<file path="config.mk">
export PLATFORM = sky130hd
export DESIGN_NAME = gravity_tick_ctrl
export DESIGN_NICKNAME = d
export VERILOG_FILES = /design/src/rtl/gravity_tick_ctrl.sv
export SDC_FILE = /design/constraint.sdc
export NUM_CORES = 1
export LEC_CHECK = 0
export BUFFER_PORTS_ARGS = -buffer_cell sky130_fd_sc_hd__buf_2
export CORE_MARGIN = 8
export CORE_UTILIZATION = 36
export DETAILED_ROUTE_END_ITERATION = 6
export PLACE_DENSITY = 0.51
export SLEW_MARGIN = 20
export SYNTH_ARGS = -nofsm -noshare
export SYNTH_HDL_FRONTEND = slang
export SYNTH_SLANG_ARGS = --single-unit
</file>
<file path="constraint.sdc">
create_clock -name clk -period 9.8 [get_ports clk]
set_input_delay 0.98 -clock clk [delete_from_list [all_inputs] [get_ports clk]]
set_output_delay 0.98 -clock clk [all_outputs]
set_load 0.005 [all_outputs]
</file>
<file path="src/rtl/gravity_tick_ctrl.sv">
// -----------------------------------------------------------------------------
// gravity_tick_ctrl
//
// Fall-rate controller for a falling-block game. It turns the rising edges of
// an externally divided clock (clkdiv) into single-cycle fall_tick pulses,
// and provides a soft-drop mode with its own fixed tick period. It also
// supports pausing and a level counter driven by cleared lines. The current
// level selects the divider bound (upperbound) that is fed back to the
// divider.
//
// Ports
//   clk          in   1   system clock; also clocks the divider
//   rst_n        in   1   asynchronous active-low reset
//   clkdiv       in   1   divided clock from the divider, synchronous to clk
//   start        in   1   1-cycle pulse: begin a new game (used in IDLE only)
//   game_over    in   1   1-cycle pulse: end the current game
//   pause        in   1   level: hold gravity while high
//   soft_drop    in   1   level: fast fall while high
//   lines_valid  in   1   1-cycle strobe qualifying lines_cnt
//   lines_cnt    in   3   lines cleared by the last lock, 0..4
//   upperbound   out  32  registered divider bound derived from level
//   fall_tick    out  1   1-cycle pulse: move the piece down one row
//   level        out  4   current level, 0..MAX_LEVEL
//   total_lines  out  16  lines cleared this game, saturating at 16'hFFFF
//   running      out  1   high only in the RUNNING state
//
// Handshake note: there is no back-pressure anywhere in this block.
// lines_valid is a one-cycle qualifier: lines_cnt is consumed on every clock
// edge where lines_valid is high and the game is not IDLE. fall_tick is a
// one-cycle pulse that the consumer must act on in the cycle it is seen.
// -----------------------------------------------------------------------------
module gravity_tick_ctrl #(
    parameter int unsigned BASE_BOUND      = 25_000_000,
    parameter int unsigned BOUND_STEP      = 2_000_000,
    parameter int unsigned MIN_BOUND       = 2_500_000,
    parameter int unsigned LINES_PER_LEVEL = 10,
    parameter int unsigned MAX_LEVEL       = 9,
    parameter int unsigned SOFT_PERIOD     = 5_000_000
) (
    input  logic        clk,
    input  logic        rst_n,
    input  logic        clkdiv,
    input  logic        start,
    input  logic        game_over,
    input  logic        pause,
    input  logic        soft_drop,
    input  logic        lines_valid,
    input  logic [2:0]  lines_cnt,
    output logic [31:0] upperbound,
    output logic        fall_tick,
    output logic [3:0]  level,
    output logic [15:0] total_lines,
    output logic        running
);

    // ------------------------------------------------------------------
    // State encoding
    // ------------------------------------------------------------------
    localparam logic [1:0] ST_IDLE    = 2'd0;
    localparam logic [1:0] ST_RUNNING = 2'd1;
    localparam logic [1:0] ST_PAUSED  = 2'd2;

    // ------------------------------------------------------------------
    // Parameter-derived constants, sized to the datapaths that use them
    // ------------------------------------------------------------------
    localparam int unsigned CNT_W = (SOFT_PERIOD > 2) ? $clog2(SOFT_PERIOD) : 1;

    localparam logic [CNT_W-1:0] SOFT_LAST = CNT_W'(SOFT_PERIOD - 1);
    localparam logic [31:0]      BASE_U    = 32'(BASE_BOUND);
    localparam logic [31:0]      STEP_U    = 32'(BOUND_STEP);
    localparam logic [31:0]      MIN_U     = 32'(MIN_BOUND);
    localparam logic [15:0]      LPL_U     = 16'(LINES_PER_LEVEL);
    localparam logic [3:0]       MAX_LVL   = 4'(MAX_LEVEL);

    // ------------------------------------------------------------------
    // Internal state
    // ------------------------------------------------------------------
    logic [1:0]       state;
    logic [1:0]       state_nxt;
    logic             clkdiv_q;
    logic [CNT_W-1:0] soft_cnt;
    logic             soft_fire;
    logic [15:0]      lines_in_level;

    // Combinational helpers
    logic        div_rise;
    logic        is_running;
    logic        stay_running;
    logic        soft_active;
    logic        grav_evt;
    logic        game_start;
    logic        lines_accept;
    logic [16:0] total_sum;
    logic [15:0] lil_sum;
    logic [35:0] step_total;
    logic [31:0] bound_diff;
    logic [31:0] bound_nxt;

    // ------------------------------------------------------------------
    // Next-state logic. game_over wins over pause; start only matters in IDLE.
    // ------------------------------------------------------------------
    always_comb begin
        state_nxt = state;
        case (state)
            ST_IDLE: begin
                if (start) begin
                    state_nxt = ST_RUNNING;
                end
            end
            ST_RUNNING: begin
                if (game_over) begin
                    state_nxt = ST_IDLE;
                end else if (pause) begin
                    state_nxt = ST_PAUSED;
                end
            end
            ST_PAUSED: begin
                if (game_over) begin
                    state_nxt = ST_IDLE;
                end else if (!pause) begin
                    state_nxt = ST_RUNNING;
                end
            end
            default: state_nxt = ST_IDLE;
        endcase
    end

    assign is_running = (state == ST_RUNNING);
    assign running    = is_running;

    // A tick is only issued if the machine is RUNNING now and stays RUNNING
    // across this edge. This suppresses a tick that is pending when pause
    // or game_over arrives, so fall_tick is never seen outside RUNNING.
    assign stay_running = is_running && (state_nxt == ST_RUNNING);

    // clkdiv_q follows clkdiv in every state. A rise seen outside RUNNING is
    // therefore consumed and never replayed later.
    assign div_rise    = clkdiv && !clkdiv_q;
    assign soft_active = is_running && soft_drop;
    assign grav_evt    = div_rise && !soft_drop;

    // ------------------------------------------------------------------
    // State register, edge detector, soft-drop timer, tick generation
    // ------------------------------------------------------------------
    always_ff @(posedge clk or negedge rst_n) begin
        if (!rst_n) begin
            state     <= ST_IDLE;
            clkdiv_q  <= 1'b0;
            soft_cnt  <= '0;
            soft_fire <= 1'b0;
            fall_tick <= 1'b0;
        end else begin
            state    <= state_nxt;
            clkdiv_q <= clkdiv;

            // Soft-drop timer: free-runs while active and wraps at
            // SOFT_PERIOD-1. Any break in soft_drop or RUNNING restarts it.
            if (soft_active) begin
                if (soft_cnt == SOFT_LAST) begin
                    soft_cnt <= '0;
                end else begin
                    soft_cnt <= soft_cnt + CNT_W'(1);
                end
            end else begin
                soft_cnt <= '0;
            end

            // The wrap is registered once before it reaches fall_tick. This
            // puts the first soft tick SOFT_PERIOD+1 cycles after soft_drop
            // is first sampled high, and the later ticks SOFT_PERIOD apart.
            soft_fire <= soft_active && (soft_cnt == SOFT_LAST);

            fall_tick <= stay_running && (grav_evt || soft_fire);
        end
    end

    // ------------------------------------------------------------------
    // Line accounting and level counter
    // ------------------------------------------------------------------
    assign game_start   = (state == ST_IDLE) && start;
    assign lines_accept = lines_valid && (state != ST_IDLE);
    assign total_sum    = {1'b0, total_lines} + {14'd0, lines_cnt};
    assign lil_sum      = lines_in_level + {13'd0, lines_cnt};

    always_ff @(posedge clk or negedge rst_n) begin
        if (!rst_n) begin
            level          <= 4'd0;
            total_lines    <= 16'd0;
            lines_in_level <= 16'd0;
        end else if (game_start) begin
            level          <= 4'd0;
            total_lines    <= 16'd0;
            lines_in_level <= 16'd0;
        end else if (lines_accept) begin
            total_lines <= total_sum[16] ? 16'hFFFF : total_sum[15:0];

            if (level < MAX_LVL) begin
                // lines_cnt is at most 4 and LINES_PER_LEVEL is at least 4,
                // so one strobe can never be worth more than one level.
                if (lil_sum >= LPL_U) begin
                    level          <= level + 4'd1;
                    lines_in_level <= lil_sum - LPL_U;
                end else begin
                    lines_in_level <= lil_sum;
                end
            end else begin
                // At the top level the remainder is meaningless; keep it at 0.
                lines_in_level <= 16'd0;
            end
        end
    end

    // ------------------------------------------------------------------
    // Divider bound: BASE - level*STEP, clamped at MIN_BOUND. The product
    // is kept 36 bits wide so a large step cannot wrap before the
    // underflow test.
    // ------------------------------------------------------------------
    always_comb begin
        step_total = 36'(level) * 36'(STEP_U);
        bound_diff = 32'd0;
        bound_nxt  = MIN_U;
        if (step_total <= {4'd0, BASE_U}) begin
            bound_diff = BASE_U - step_total[31:0];
            if (bound_diff >= MIN_U) begin
                bound_nxt = bound_diff;
            end
        end
    end

    always_ff @(posedge clk or negedge rst_n) begin
        if (!rst_n) begin
            upperbound <= BASE_U;
        end else begin
            upperbound <= bound_nxt;
        end
    end

endmodule
</file>
# After elaboration in Yosys (flattened, before gate mapping)
# Cells that the tools add are included.
[totals] output_inout_bits=54 word_cells=62 ff_bits=96
[classes] add_sub_neg=6 reduce_logical=17 mux=21 mul=1 n_eq_ne=4 order_cmp=4
[ops] cell="$mux 16" n=7
[ops] cell="$mux 32" n=2
[ops] cell="$mux 23" n=2
[ops] cell="$ge 32x22->1 const B" n=1
[ops] cell="$sub 25x25->26 const A" n=1
[ops] cell="$le 25x25->1 const B" n=1
[ops] cell="$add 23x1->23 const B" n=1
[ops] cell="$eq 23x23->1 const B" n=1
[ops] cell="$mul 4x14->18 const B" n=1
[ops] cell="$add 16x3->17" n=1
[ops] cell="$add 16x3->16" n=1
[ops] cell="$ge 16x4->1 const B" n=1
[ops] cell="$mux 4" n=4
[ops] cell="$sub 16x4->16 const B" n=1
[ops] cell="$mux 2" n=5
[ops] cell="$logic_and 1x1->1" n=8
[ops] cell="$reduce_bool 2->1" n=4
[ops] cell="$pmux 2 s3" n=1
[ops] cell="$add 4x1->4 const B" n=1
[ops] cell="$eq 2x1->1 const B" n=2
[ops] cell="$lt 4x4->1 const B" n=1
[ops] cell="$reduce_and 3->1" n=1
[ops] cell="$eq 2x2->1 const B" n=1
[ops] cell="$logic_not 1->1" n=2
[ops] cell="other kinds (2)" n=2

# Depth between registers and ports, before layout
# Gate-level depths: netlist of the first run.
[depth] ltp_word=6 ltp_mapped=14

# Worst setup path after synthesis of the first run
# Ideal clock, no wire load.
[synth_timing] path_kind="reg2reg" start="register level[1]" end="register upperbound[10]" required_time_ns=9.722 setup_slack_ns=5.666 path_stages_with_launch=14 period_less_slack_ns=4.134 setup_ns=0.078 arrival_ns=4.056 path_cell_list="dfrtp_1 inv_1 ha_1 fa_1 fa_1 a21o_1 a21oi_1 xor2_1 nand4b_1 or3_1 a221o_1 a22oi_2 buf_6 o21bai_1"
[synth_via] elab_chain_len=5
[synth_lines] element="start, declared" line_no="51" rtl="output logic [3:0] level,"
[synth_lines] element="start signal, assigned" line_no="201" rtl="level <= level + 4'd1;"
[synth_lines] element="$mul 4x14->18 (*)" line_no="219" rtl="step_total = 36'(level) * 36'(STEP_U);"
[synth_lines] element="$sub 25x25->26" line_no="223" rtl="bound_diff = BASE_U - step_total[31:0];"
[synth_lines] element="$ge 32x22->1" line_no="224" rtl="if (bound_diff >= MIN_U) begin"
[synth_lines] element="$mux 32" line_no="224"
[synth_lines] element="$mux 32 (*)" line_no="222" rtl="if (step_total <= {4'd0, BASE_U}) begin"
[synth_lines] element="net bound_nxt[10]" line_no="97" rtl="logic [31:0] bound_nxt;"
[synth_lines] element="end signal, assigned" line_no="234" rtl="upperbound <= bound_nxt;"
[synth_lines] element="end, declared" line_no="49" rtl="output logic [31:0] upperbound,"
# Mark *: on every way through the listed nets, which the timed path passes. The rest lies on a longest branch.
# A chain may end at the register's enable or synchronous reset.

# Worst setup path after layout of the first run
# Same ends and word-level chain as after synthesis.

==> results.md, run 1 <==
* Pin count of the biggest net entering global routing at just over 70
* Worst R2R Start: level[1]$_DFFE_PN0P_
* Pre-CTS WS at 5090 ps
* RSZ-0062 raised after global routing: no
* Area share of the largest cell type after synthesis at 31.4%
* Status: complete, no violations
* Worst hold slack at 466 ps
* Initial Util at 36.7%
* Critical Path AT at ~5000 ps
* Clock Latency Late Sink at between 300 and 400 ps
* Grt met3 use at 3.94%
* Core area at 15,800 sq um
* Vias at 4,792
* Post-synth cell types at 71
* Ys Warns at 0
* R2r setup slk at a little over 5000 ps
* Setup crit start kind: register
* Pwr Total at 1600 uW
* Sequential area share after synthesis at 36.8%
* WL/cell at about 15 um
* Highest clock rate at between 200 and 250 MHz
* Layout cell share with drive strength beyond 1 at 15.4%
* Max Buffers Root-to-Sink at 2
* Global-route wire length before repair at 23,600 um
* # setup viols final at 0
* Fillers at 1,593
* Synthesized instance count at approximately 650
* Reg-to-reg endpoint: upperbound[10]$_DFF_PN0_
* Global Route met1 Usage at 18.4%
* Reg2reg path depth at 12
* Setup WS post-layout at 5040 ps
* Clock Skew at a little over 10 ps
* DPL Wire Length at 10,300 um
* Vias in the first global route at 4,637
* Final wirelength at 14,100 um
* 1st-pass router iterations at 5
* Synth area leaders: dfrtp_1 (31%), xnor2_1 (6.3%), ha_1 (6.2%), dfstp_2 (5.4%), nor2_1 (4.2%)
* Final core occ at 41.4%
* Post-synth EDFFs at 0
* Boundary pin count at 65
* Syn_area_per_cell at between 9 and 10 sq um
* Crit path capture type: register
* Hold Violations, Final at 0
* TritonCTS buffer count at 9
* Max FO, Critical Path at 14
* Die area at 20,500 sq um
* Fin crit period at 4760 ps
* Final RePlAce weighted congestion at 0.913
* Die X at 143 um
* Final ANT Viol Nets at 0
* Asr flop ratio synth at 100%
* VDD IR max at roughly 110 uV
* Fin crit share at 48.6%
* Max_cap viols at 0
* Post-CTS Hold Buffers at 0
* Worst Tran Pin Value at 936 ps
* Grt met2 use at between 20% and 30%
* GRT Util Overall at 14.2%
* Cell Rows at between 40 and 50
* Port buffer count at 59
* Post-CTS Setup Inserts at 0
* First DRT Iteration DRCs at 212
* FF+latch count, synth at 85
* H-tree levels at 3
* # DRC at 0
* GR peak layer: met2
* Worst EP required at 10,070 ps
* Clock slew seen by the registers of the worst setup and hold paths at 70 ps
* Clock sink total at 85
* CP Class: register to register
* GR Overflow Total at 0
* Diodes inserted at 0
* Nets at 739
* Die height at 143 um
* CTS tree: built
* Mapped cell area at 5820 sq um
* PD cells at between 200 and 250 nW/um^2
* Post_cts resized at 0
* Final setup TNS at 0 ps
* Vias/cell at 5.25
* Main synth FF type: dfrtp_1
* Lkg Pwr at 0.00290 uW
* Slew headroom at 37.6%
* Most common cell after layout, fill and taps aside: dfrtp_1
* Initial antenna violation count at 0
* Max-slew violations at 0
* Clock Tree Root: clkbuf_16
* Hold WC Path Type: input pin to async pin
* Layout area overhead at 12.6%
* Area leader, netlist: dfrtp_1
* Commonest non-fill, non-tap cells in the layout: dfrtp_1 (73), nor2_1 (65), buf_2 (58)
-- synthesized netlist by cell type, drive strengths merged (6+ instances only) --
| library cell | n |
|---|---|
| nor4 | 6 |
| and3 | 16 |
| nor2 | 66 |
| dfstp | 12 |
| clkbuf | 12 |
| ha | 29 |
| nor3b | 6 |
| nand3 | 28 |
| nor2b | 11 |
| a21o | 8 |
| nor3 | 19 |
| a31oi | 11 |
| buf | 19 |
| or3 | 16 |
| or2 | 6 |
| mux2i | 7 |
| nand4 | 8 |
| o21ai | 35 |
| o211ai | 6 |
| and2 | 8 |
| fa | 7 |
| xor2 | 20 |
| nand2 | 54 |
| inv | 25 |
| dfrtp | 73 |
| a21oi | 27 |
| xnor2 | 42 |
-- state kept, by name, indices dropped and copies added (netlist names) --
register	flops
soft_cnt	23
upperbound	21
lines_in_level	16
total_lines	16
level	4
state	2
clkdiv_q	1
fall_tick	1
soft_fire	1
-- area by class of cell --
class	count	area, sq um	share of cell area (%)
inverter	25	93.8	1.43
timing repair buffer	62	320	4.89
clock buffer	10	229	3.50
multi-input combinational	509	3410	52.0
clock inverter	6	87.6	1.34
tap	216	270	4.13
sequential	85	2140	32.7
-- metal layers --
layer	vias up	part of all wire, %
met4	0	1.2
met5	-	0
met2	92	47
met3	15	4.8
li1	2376	-
met1	2309	47
-- kinds of logic after synthesis --
logic type | count (synthesis) | synth area share, %
compound gates | 128 | 14.6
flops | 85 | 36.8
mux | 8 | 1.40
simple gates | 270 | 24.2
buf+inv | 56 | 4.86
other cells | 1 | 0.0645
xor+xnor | 62 | 9.34
fa+ha+maj | 36 | 8.65
-- metrics by stage --
stage               std cells  instance area [sq um]
global route              913                   6550
floorplan                 650                   5830
global placement          897                   6230
finish                    913                   6550
detailed placement        897                   6230
CTS                       913                   6550
-- how the worst max path moves through the flow --
| stage | startpoint | endpoint | slack (ps) | cells past startpoint |
|---|---|---|---|---|
| after detailed placement | level[1]$_DFFE_PN0P_ | upperbound[10]$_DFF_PN0_ | 5090 | 12 |
| after CTS | level[1]$_DFFE_PN0P_ | upperbound[10]$_DFF_PN0_ | 5070 | 12 |
| after global placement | level[1]$_DFFE_PN0P_ | upperbound[10]$_DFF_PN0_ | 5220 | 12 |
| final | level[1]$_DFFE_PN0P_ | upperbound[10]$_DFF_PN0_ | 5040 | 12 |
| after floorplan | level[1]$_DFFE_PN0P_ | upperbound[10]$_DFF_PN0_ | 5670 | 13 |
| after global routing | level[1]$_DFFE_PN0P_ | upperbound[10]$_DFF_PN0_ | 4780 | 12 |
-- critical path: stages (launching register included) --
cell      delay (ps)
dfrtp_1          670
inv_1            240
ha_1             370
fa_1             520
fa_1             510
a21o_1           190
a21oi_1          230
xor2_1           310
nand4b_1         230
or3_1            360
a221o_1          400
a22oi_2          470
o21bai_1         190
-- power by group --
part           total [uW]  leakage, uW  switching [uW]  internal [uW]
Combinational         740      0.00162             427            313
Clock                 372     0.000156             149            224
Sequential            488      0.00112            68.3            419
Total                1600      0.00290             644            956
(Power assumes the default switching activity.)
==> run 2, diff against run 1 <==
--- a/config.mk
+++ b/config.mk
@@ -5,11 +5,12 @@
 export SDC_FILE = /design/constraint.sdc
 export NUM_CORES = 1
 export LEC_CHECK = 0
+export ABC_AREA = 1
 export BUFFER_PORTS_ARGS = -buffer_cell sky130_fd_sc_hd__buf_2
 export CORE_MARGIN = 8
 export CORE_UTILIZATION = 36
 export DETAILED_ROUTE_END_ITERATION = 6
-export PLACE_DENSITY = 0.51
+export PLACE_DENSITY = 0.53
 export SLEW_MARGIN = 20
 export SYNTH_ARGS = -nofsm -noshare
 export SYNTH_HDL_FRONTEND = slang
==> constraint.sdc (replaced) <==
create_clock -name clk -period 4.35 [get_ports clk]
set_input_delay 0.435 -clock clk [delete_from_list [all_inputs] [get_ports clk]]
set_output_delay 0.435 -clock clk [all_outputs]
set_load 0.005 [all_outputs]
==> results.md, run 2 <==
* Max FO, Critical Path at 11 (-3)
* Fillers at 1,685 (+5.8%)
* VDD IR max at 339 uV (+200%)
* Main synth FF type: dfrtp_1
* Hold Violations, Final at 0 (unchanged)
* Post-CTS Setup Inserts at 0 (unchanged)
* Nets at 930 (+26%)
* Highest clock rate at 266 MHz (+27%)
* Switching power at 1780 uW (+180%)
* Top reg by flops: soft_cnt
* 1st-pass router iterations at 5 (unchanged)
* Clock slew seen by the registers of the worst setup and hold paths at 60 ps (about the same)
* Vias at 5,353 (+12%)
* Global-route wire length before repair at 26,000 um (+11%)
* FF+latch area at 2140 sq um (unchanged)
* Max Buffers Root-to-Sink at 2 (unchanged)
* PD cells at 602 nW/um^2 (+150%)
* H-tree levels at 3 (unchanged)
* Port buffer count at 59 (unchanged)
* Seq pwr share at 27.6% (-2.9 points)
* CTS tree: built
* Hold WC Path Type: input pin to async pin
* Clock Power Share at 23.2% (about the same)
* Layout cell share with drive strength beyond 1 at 13.6% (-1.7 points)
* Mapped cell area at 5970 sq um (+2.7%)
* Fin crit share at 86.4% (+38 points)
* Commonest non-fill, non-tap cells in the layout: nand2_1 (231), inv_1 (102), nor2_1 (78)
* Crit path capture type: register
* Asr flop ratio synth at 100% (unchanged)
* Max reg flops at 23 (unchanged)
* Clock Tree Root: clkbuf_16
* Final RePlAce weighted congestion at 0.844 (-7.6%)
* Worst Tran Pin Value at 701 ps (-235 ps)
* Final ANT Viol Nets at 0 (unchanged)
* CP Class: register to register
* Clock sink total at 85 (unchanged)
* Worst EP required at 4570 ps (-5500 ps)
* FF+latch count, synth at 85 (unchanged)
* Status: complete, no violations
* Clock Skew at 7.71 ps (-2.58 ps)
* Cell Rows at 47 (+2.2%)
* Initial Util at 36.4% (-0.33 points)
* Boundary pin count at 65 (unchanged)
* Syn_area_per_cell at 7.23 sq um (-20%)
* RSZ-0062 raised after global routing: no
* Switching share of power at 43.4% (+3.1 points)
* Area leader, netlist: dfrtp_1
* WL/cell at 13.9 um (-10%)
* TritonCTS buffer count at 9 (unchanged)
* Vias/cell at 4.83 (-8.0%)
* Post-DP Area at 6450 sq um (+3.5%)
* Synthesized instance count at 826 (+28%)
* Most frequent cells after synthesis: nand2_1 (231), inv_1 (102), nor2_1 (78)
* # setup viols final at 0 (unchanged)
* Worst hold slack at 137 ps (-329 ps)
* Post-synth EDFFs at 0 (unchanged)
* Final instance area at 6810 sq um (+3.9%)
* Sequential area share after synthesis at 35.9% (-0.98 points)
* GR Overflow Total at 0 (unchanged)
* Pin count of the biggest net entering global routing at 53 (-25%)
* Pwr Total at 4100 uW (+160%)
* Diodes inserted at 0 (unchanged)
* Internal Dissipation at 2320 uW (+140%)
* Max_cap viols at 0 (unchanged)
* Final wirelength at 15,400 um (+9.2%)
* Clock Latency Late Sink at 340 ps (about the same)
* Combinational power share at 49.2% (+3.0 points)
* GRT Util Overall at 15.6% (+1.4 points)
* Slew headroom at 52.8% (+15 points)
* Post-CTS Hold Buffers at 0 (unchanged)
* Setup crit start kind: register
* Max-slew violations at 0 (unchanged)
* Initial antenna violation count at 0 (unchanged)
* Ys Warns at 0 (unchanged)
* Final core occ at 41.5% (+0.10 points)
* First DRT Iteration DRCs at 264 (+25%)
* Final setup TNS at 0 ps (unchanged)
* Die height at 145 um (+1.2%)
* # DRC at 0 (unchanged)
* Multi-input combinational cell area at 3320 sq um (-2.6%)
* Synth area leaders: dfrtp_1 (31%), nand2_1 (15%), inv_1 (6.4%), nand3_1 (6.4%), ha_1 (6.1%)
* Fin crit period at 3760 ps (-1000 ps)
* Vias in the first global route at 5,162 (+11%)
* Count leader, synth: nand2_1
* Post-synth cell types at 47 (-34%)
* DPL Wire Length at 11,500 um (+12%)
* Die X at 145 um (+1.2%)
* Die area at 21,000 sq um (+2.4%)
* Lkg Pwr at 0.00344 uW (+19%)
* Post_cts resized at 0 (unchanged)
* Most common cell after layout, fill and taps aside: nand2_1
* Regs by FF count: soft_cnt x23, upperbound x21
* Area share of the largest cell type after synthesis at 30.6% (-0.84 points)
* Critical Path AT at 3980 ps (-1050 ps)
* Layout area overhead at 13.9%
* Core area at 16,400 sq um (+3.7%)
[run 2: changes by cell type in the layout (fill, tap and decap cells not counted), moves of 16 or more]
cell,before,now
inv_1,25,102
nand2_1,54,231
nand3_1,28,76
or3_1,16,0
xnor2_1,42,7
[run 2: area by class of cell]
type / count / area share, %
Sequential cell: 85 / 31.5
Multi-Input combinational cell: 619 / 48.7
Tap cell: 220 / 4.04
Clock buffer: 11 / 3.42
Timing Repair Buffer: 61 / 4.60
Inverter: 107 / 5.90
Clock inverter: 5 / 1.84
[run 2: power groups by stage]
stage / registers [uW] / clock network [uW] / logic, uW
4_1_cts: 1130 / 979 / 2040
6_report: 1130 / 950 / 2020
2_1_floorplan: 1120 / 0 / 1500
3_5_place_dp: 1140 / 0 / 2020
3_3_place_gp: 1150 / 0 / 2030
5_1_grt: 1160 / 1000 / 2320
[run 2: metal layers]
| layer | global-route usage [%] | routed length [um] | vias to the layer above |
|---|---|---|---|
| met4 | 5.59 | 262 | 0 |
| met5 | 0 | 0 | - |
| met2 | 25.4 | 7080 | 71 |
| li1 | - | - | 2793 |
| met3 | 2.95 | 575 | 17 |
| met1 | 20.3 | 7520 | 2472 |
[run 2: final timing paths]
kind                       slack [ps]                            end                  start  cells past startpoint
max reg2reg                       590       upperbound[15]$_DFF_PN0_   level[2]$_DFFE_PN0P_                     15
max                               590       upperbound[15]$_DFF_PN0_   level[2]$_DFFE_PN0P_                     15
min                               140         soft_cnt[16]$_DFF_PN0_                  rst_n                      1
max in group asynchronous        3310  lines_in_level[1]$_DFFE_PN0P_                  rst_n                      2
min in group clk                  210             clkdiv_q$_DFF_PN0_                 clkdiv                      1
min reg2reg                       470          soft_cnt[0]$_DFF_PN0_  soft_cnt[0]$_DFF_PN0_                      1
[run 2: cell families (layout without fill, tap and decap cells)]
kind of cell | count (synthesis) | count (layout) | synth area share [%]
AND/OR/NAND/NOR | 475 | 475 | 36.1
buffers and inverters | 126 | 184 | 8.90
AO/OA/AOI/OAI | 87 | 87 | 8.34
flip-flops | 85 | 85 | 35.9
adder cells (fa/ha/maj) | 36 | 36 | 8.42
XOR/XNOR | 16 | 16 | 2.35
other | 1 | 5 | 0.0628
[run 2: worst max-delay path, stage by stage (launching register included)]
cell	delay (ps)
dfrtp_1	610
inv_1	210
ha_1	340
fa_1	510
fa_1	600
nand2_1	100
nor2_1	150
nand3_1	110
nor2_2	120
nand2_1	100
nand3_1	130
nand2_1	60
nor2_1	110
nand3_2	170
nand2_2	240
nor2_1	70
[run 2: through the flow]
step,setup WS [ps],instances
detailed placement,600,1092
finish,594,1108
global placement,726,1092
global route,179,1108
CTS,544,1108
floorplan,903,830
